<file path="src/rtl/sfx_voice_sequencer.sv">
// Sound-effect voice sequencer: picks one of NCH triggered channels and plays a
// fixed-length note as a sawtooth or square wave, with a global mute mode.
module sfx_voice_sequencer #(
    parameter int unsigned NCH   = 4,
    parameter int unsigned DAC_W = 8,
    parameter int unsigned PER_W = 12,
    parameter int unsigned DUR_W = 10
) (
    input  logic                   clk,
    input  logic                   rst,
    input  logic [NCH-1:0]         trig,
    input  logic                   mute_toggle,
    input  logic                   wave_sel,
    input  logic [NCH*PER_W-1:0]   period_i,
    input  logic [NCH*DUR_W-1:0]   dur_i,
    output logic [DAC_W-1:0]       dac_o,
    output logic                   active_o,
    output logic [$clog2(NCH)-1:0] chan_o,
    output logic                   muted_o
);
    localparam int unsigned CH_W = $clog2(NCH);

    typedef enum logic {IDLE, PLAY} state_t;

    state_t            state_q, state_d;
    logic              muted_q, muted_d;
    logic [CH_W-1:0]   chan_q, chan_d;
    logic [PER_W-1:0]  per_q, per_d;
    logic [DUR_W-1:0]  rem_q, rem_d;
    logic [PER_W-1:0]  step_q, step_d;
    logic [DAC_W-1:0]  phase_q, phase_d;
    logic [DAC_W-1:0]  dac_q, dac_d;

    logic              found_c;
    logic [CH_W-1:0]   sel_c;
    logic [PER_W-1:0]  per_sel_c;
    logic [DUR_W-1:0]  dur_sel_c;
    logic              start_c;
    logic              mute_enter_c;

    // Lowest-index trigger with usable period and duration; mute blocks all starts
    always_comb begin
        found_c   = 1'b0;
        sel_c     = '0;
        per_sel_c = '0;
        dur_sel_c = '0;
        for (int unsigned i = 0; i < NCH; i++) begin
            if (!found_c && trig[i] &&
                (period_i[i*PER_W +: PER_W] != '0) &&
                (dur_i[i*DUR_W +: DUR_W] != '0)) begin
                found_c   = 1'b1;
                sel_c     = CH_W'(i);
                per_sel_c = period_i[i*PER_W +: PER_W];
                dur_sel_c = dur_i[i*DUR_W +: DUR_W];
            end
        end
        mute_enter_c = mute_toggle && !muted_q;
        start_c      = found_c && !muted_q && !mute_toggle &&
                       ((state_q == IDLE) || (sel_c <= chan_q));
    end

    always_ff @(posedge clk) begin
        if (rst) state_q <= IDLE;
        else     state_q <= state_d;
    end

    always_comb begin
        state_d = state_q;
        if (mute_enter_c)                        state_d = IDLE;
        else if (start_c)                        state_d = PLAY;
        else if (state_q == PLAY && rem_q == '0) state_d = IDLE;
    end

    // rem counts remaining cycles after the current one; step/phase form the oscillator
    always_comb begin
        muted_d = muted_q ^ mute_toggle;
        chan_d  = chan_q;
        per_d   = per_q;
        rem_d   = rem_q;
        step_d  = step_q;
        phase_d = phase_q;
        if (start_c) begin
            chan_d  = sel_c;
            per_d   = per_sel_c;
            rem_d   = dur_sel_c - DUR_W'(1);
            step_d  = '0;
            phase_d = '0;
        end else if (state_q == PLAY) begin
            rem_d = rem_q - DUR_W'(1);
            if (step_q == per_q - PER_W'(1)) begin
                step_d  = '0;
                phase_d = phase_q + DAC_W'(1);
            end else begin
                step_d = step_q + PER_W'(1);
            end
        end
        if (state_d == IDLE) begin
            rem_d   = '0;
            step_d  = '0;
            phase_d = '0;
        end
        if (state_d == PLAY) dac_d = wave_sel ? {DAC_W{phase_d[DAC_W-1]}} : phase_d;
        else                 dac_d = '0;
    end

    always_ff @(posedge clk) begin
        if (rst) begin
            muted_q <= 1'b0;
            chan_q  <= '0;
            per_q   <= '0;
            rem_q   <= '0;
            step_q  <= '0;
            phase_q <= '0;
            dac_q   <= '0;
        end else begin
            muted_q <= muted_d;
            chan_q  <= chan_d;
            per_q   <= per_d;
            rem_q   <= rem_d;
            step_q  <= step_d;
            phase_q <= phase_d;
            dac_q   <= dac_d;
        end
    end

    assign dac_o    = dac_q;
    assign active_o = (state_q == PLAY);
    assign chan_o   = chan_q;
    assign muted_o  = muted_q;

endmodule

</file>
<file path="config.mk">
export PLATFORM = sky130hd
export DESIGN_NAME = sfx_voice_sequencer
export DESIGN_NICKNAME = d
export VERILOG_FILES = /design/src/rtl/sfx_voice_sequencer.sv
export SDC_FILE = /design/constraint.sdc
export NUM_CORES = 1
export LEC_CHECK = 0
export CORE_UTILIZATION = 48
export CTS_CLUSTER_SIZE = 28
export DETAILED_ROUTE_END_ITERATION = 6
export PLACE_DENSITY = 0.81
export REMOVE_ABC_BUFFERS = 1
export SLEW_MARGIN = 15
export SYNTH_ARGS = -nofsm -noshare
export SYNTH_HDL_FRONTEND = slang
export SYNTH_SLANG_ARGS = --single-unit
</file>
<file path="constraint.sdc">
create_clock -name clk -period 7.1 [get_ports clk]
set_input_delay 1.42 -clock clk [delete_from_list [all_inputs] [get_ports clk]]
set_output_delay 1.42 -clock clk [all_outputs]
set_load 0.02 [all_outputs]
</file>
==> impl_metrics.tcl <==
set metrics [dict create \
    outcome "completed" \
    synth_area_per_cell_sq_um 8.08 \
    syn_to_final_growth_pct 34.4 \
    hp-class "flip-flop to flip-flop" \
    synth_edf_count 0 \
    grt_start_max_net_pins 33 \
    worst_pin_slew_ns 1.17 \
    hpwl_um 8280 \
    floorplan_row_count 31 \
    power.switching_mw 0.238 \
    die_h_um 88.7 \
    cell_type_of_the_slowest_stage_on_the_worst_timing_path "sky130_fd_sc_hd__a222oi_1" \
    clock_pin_transition_on_the_worst_setup_and_hold_timing_paths_ns 0.09 \
    synth-warning-count 0 \
    netSwitchingFraction 0.315 \
    cp_max_fo 13 \
    gr-total-overflow 0 \
    postSynth.topFlopCell "sky130_fd_sc_hd__dfxtp_1" \
    worstSetupPathType "input pin to flip-flop" \
    power.density_mw_per_mm2 156 \
    cts_root_buf "sky130_fd_sc_hd__clkbuf_8" \
    grt_first_pass_wirelength_um 16800 \
    routed-via-count 3885 \
    dieWidth_um 88.7 \
    route.detailed.vias_per_inst 6.08 \
    endpoint_kind "flip-flop" \
    vdd.ir_drop.worst_mv 0.0760 \
    synth_area_leader_cell "sky130_fd_sc_hd__dfxtp_1" \
    drv_cap 0 \
    unrepaired_setup_endpoints_after_global_routing "false" \
    post-route-drc-count 0 \
    yosysSeqAreaShare 0.300 \
    synth_async_sr_flop_share 0 \
    worst_ep_arrival_time_ns 6.49 \
    num_antenna_cells 0 \
    clock_skew_ns 0.00810 \
    synthesis.instances 446 \
    share_of_total_power_in_sequential_cells 0.442 \
    cts-buffers-inserted 5 \
    tritoncts "built" \
    worst_ep_required_time_ns 7.34 \
    clock-sinks 54 \
    io_buffer_count 107 \
    gp_congestion 0.950 \
    initialDrtViolationCount 214 \
    hold_buffers 0 \
    period_minus_slack_ns 6.25 \
    power.combinational.fraction 0.321 \
    setup_violations 0 \
    postSynthRegisterBits 54 \
    detailedRoute.firstPassIterationCount 5 \
    final_design_area_no_fill_sq_mm 0.00484 \
    timing.final.hold_violations 0 \
    grt_util_all_layers 0.271 \
    initial_core_util 0.497 \
    power.static_leakage_nw 1.75 \
    post_cts_resize_count 0 \
    final.setup.tns_ns 0 \
    cts_max_level 2 \
    initial_antenna_violation_count 0 \
    final_antenna_net_count 0 \
    floorplan.io_pins 108 \
    synth_cell_type_count 67 \
    placement.cell_area_sq_mm 0.00475 \
    count_of_final_max_slew_check_failures 0 \
    fmax_mhz 160 \
    worstSkewPairLatency_ns 0.31 \
    headroom_to_the_max_slew_limit 0.220 \
    worst_setup_path_start_kind "input pin" \
    crit_chain "clkdlybuf4s50_1 -> or4_4 -> o41ai_4 -> o2111ai_2 -> nor3_2 -> buf_4 -> or2_2 -> ha_1 -> a21oi_1 -> o21ai_0 -> a31oi_2 -> o211ai_1 -> a222oi_1 -> nand4_1 -> a31oi_1" \
    postRouteWirelength_um 10300 \
    cts_max_path_buffers 2 \
    synth.top_cell.area_share 0.300 \
    power_frac_clock 0.237 \
    intPower_mw 0.517 \
    die_area_sq_mm 0.00786 \
    synth_area_leaders "sky130_fd_sc_hd__dfxtp_1 30%, sky130_fd_sc_hd__nor2_1 6.5%, sky130_fd_sc_hd__xor2_1 5.3%, sky130_fd_sc_hd__a221oi_1 3.9%, sky130_fd_sc_hd__xnor2_1 3.2%" \
    number_of_global_route_vias_before_repair 3666 \
    design.core.area_sq_mm 0.00725 \
    post-cts-setup-buffers 0 \
    min_period_over_period 0.880 \
    timing.critical_path.slowest_cell_delay_ns 0.79 \
    routedWlPerCell_um 16.1 \
    synth_area_sq_mm 0.00360 \
    nNetsFinal 642 \
    fraction_of_layout_instances_using_a_drive_strength_above_1 0.0630 \
]
## area by class of cell
type / count / area (sq um)
fillers: 622 / 2410
clock inverters: 2 / 12.5
inverters: 14 / 52.6
clock buffers: 6 / 82.6
repair buffers: 113 / 1120
flip-flops and latches: 54 / 1080
well taps: 99 / 124
multi-input cells: 351 / 2370
## flip-flops by register name (all words and copies together), names as in the netlist
| register | cells |
|---|---|
| step_q | 12 |
| dac_o | 8 |
| phase_q | 8 |
| chan_o | 2 |
| active_o | 1 |
| per_q | 12 |
| muted_o | 1 |
| rem_q | 10 |
## cell usage in the layout (no fill, tap or decap), types with 3 or more instances in the layout
cell type and instances:
sky130_fd_sc_hd__nand2_1 24, sky130_fd_sc_hd__nor2_1 62, sky130_fd_sc_hd__nor4_1 18, sky130_fd_sc_hd__a31oi_1 5
sky130_fd_sc_hd__a311oi_1 4, sky130_fd_sc_hd__o22a_1 3, sky130_fd_sc_hd__nand2b_1 5, sky130_fd_sc_hd__inv_1 14
sky130_fd_sc_hd__and3_1 10, sky130_fd_sc_hd__nand3_1 18, sky130_fd_sc_hd__a211oi_1 14, sky130_fd_sc_hd__o22ai_1 8
sky130_fd_sc_hd__clkdlybuf4s50_1 107, sky130_fd_sc_hd__or4_1 7, sky130_fd_sc_hd__nand4_1 7, sky130_fd_sc_hd__or3_1 6
sky130_fd_sc_hd__a21o_1 4, sky130_fd_sc_hd__a22o_1 3, sky130_fd_sc_hd__a21oi_1 6, sky130_fd_sc_hd__xnor2_1 13
sky130_fd_sc_hd__a211o_1 3, sky130_fd_sc_hd__or2_2 4, sky130_fd_sc_hd__xor2_1 22, sky130_fd_sc_hd__nor3_1 4
sky130_fd_sc_hd__a22oi_1 11, sky130_fd_sc_hd__ha_1 7, sky130_fd_sc_hd__and2_1 6, sky130_fd_sc_hd__clkbuf_8 6
sky130_fd_sc_hd__o21ai_0 10, sky130_fd_sc_hd__a221oi_1 16, sky130_fd_sc_hd__dfxtp_1 54, sky130_fd_sc_hd__buf_4 6
sky130_fd_sc_hd__a221o_1 6
## Yosys cell counts, drive strengths merged (8+ instances only)
library cell / n
nand3: 18
xor2: 22
nor4: 18
and3: 10
nor2: 63
inv: 14
a22oi: 12
dfxtp: 54
clkbuf: 21
a211oi: 15
o22ai: 8
xnor2: 13
o21ai: 10
a221oi: 16
or4: 9
nand2: 25
## worst paths after layout
kind / start / to / slack (ns) / cells after the start
hold reg to reg: per_q[11] / per_q[11] / 0.52 / 2
hold / removal: per_q[11] / per_q[11] / 0.52 / 2
setup / recovery: dur_i[26] / rem_q[7] / 0.85 / 15
setup reg to reg: per_q[3] / dac_o[5] / 3.71 / 9
## critical path, delay by kind of cell
kind	cells	cell delay, ns
compound gates	8	2.65
fa+ha+maj	1	0.23
buf+inv	2	0.75
simple gates	4	1.43
## cell families (layout without fill, tap and decap cells)
| family | Yosys count | in the layout | share of synthesized area |
|---|---|---|---|
| xor+xnor | 35 | 35 | 0.0850 |
| fa+ha+maj | 7 | 7 | 0.0243 |
| mux | 1 | 1 | 0.00278 |
| buf+inv | 41 | 135 | 0.0458 |
| flops | 54 | 54 | 0.300 |
| compound gates | 126 | 126 | 0.286 |
| simple gates | 182 | 182 | 0.256 |
## per-layer routing
layer  up-vias  GRT usage  part of all wire
met5         -          0                 0
met4         0     0.0806             0.016
met3        18     0.0448             0.066
met2       160      0.476              0.48
met1      1809      0.339              0.44
li1       1898          -                 -
## through the flow
stage	setup WS [ns]	hold WS, ns	utilization	total power [mW]	instances
final	0.855	0.519	0.668	0.755	639
after floorplan	-0.237	0.482	-	0.473	419
after global placement	0.858	0.497	0.655	0.574	631
after global routing	0.560	0.548	0.668	0.797	639
after detailed placement	0.661	0.513	0.655	0.579	631
after CTS	0.965	0.525	0.668	0.757	639
## power groups by stage
stage	combinational [mW]	sequential, mW	clock, mW
global route	0.268	0.336	0.193
CTS	0.241	0.333	0.183
global placement	0.234	0.339	0
finish	0.243	0.334	0.179
floorplan	0.135	0.338	0
detailed placement	0.239	0.340	0
Power figures use the tool's default switching activity.
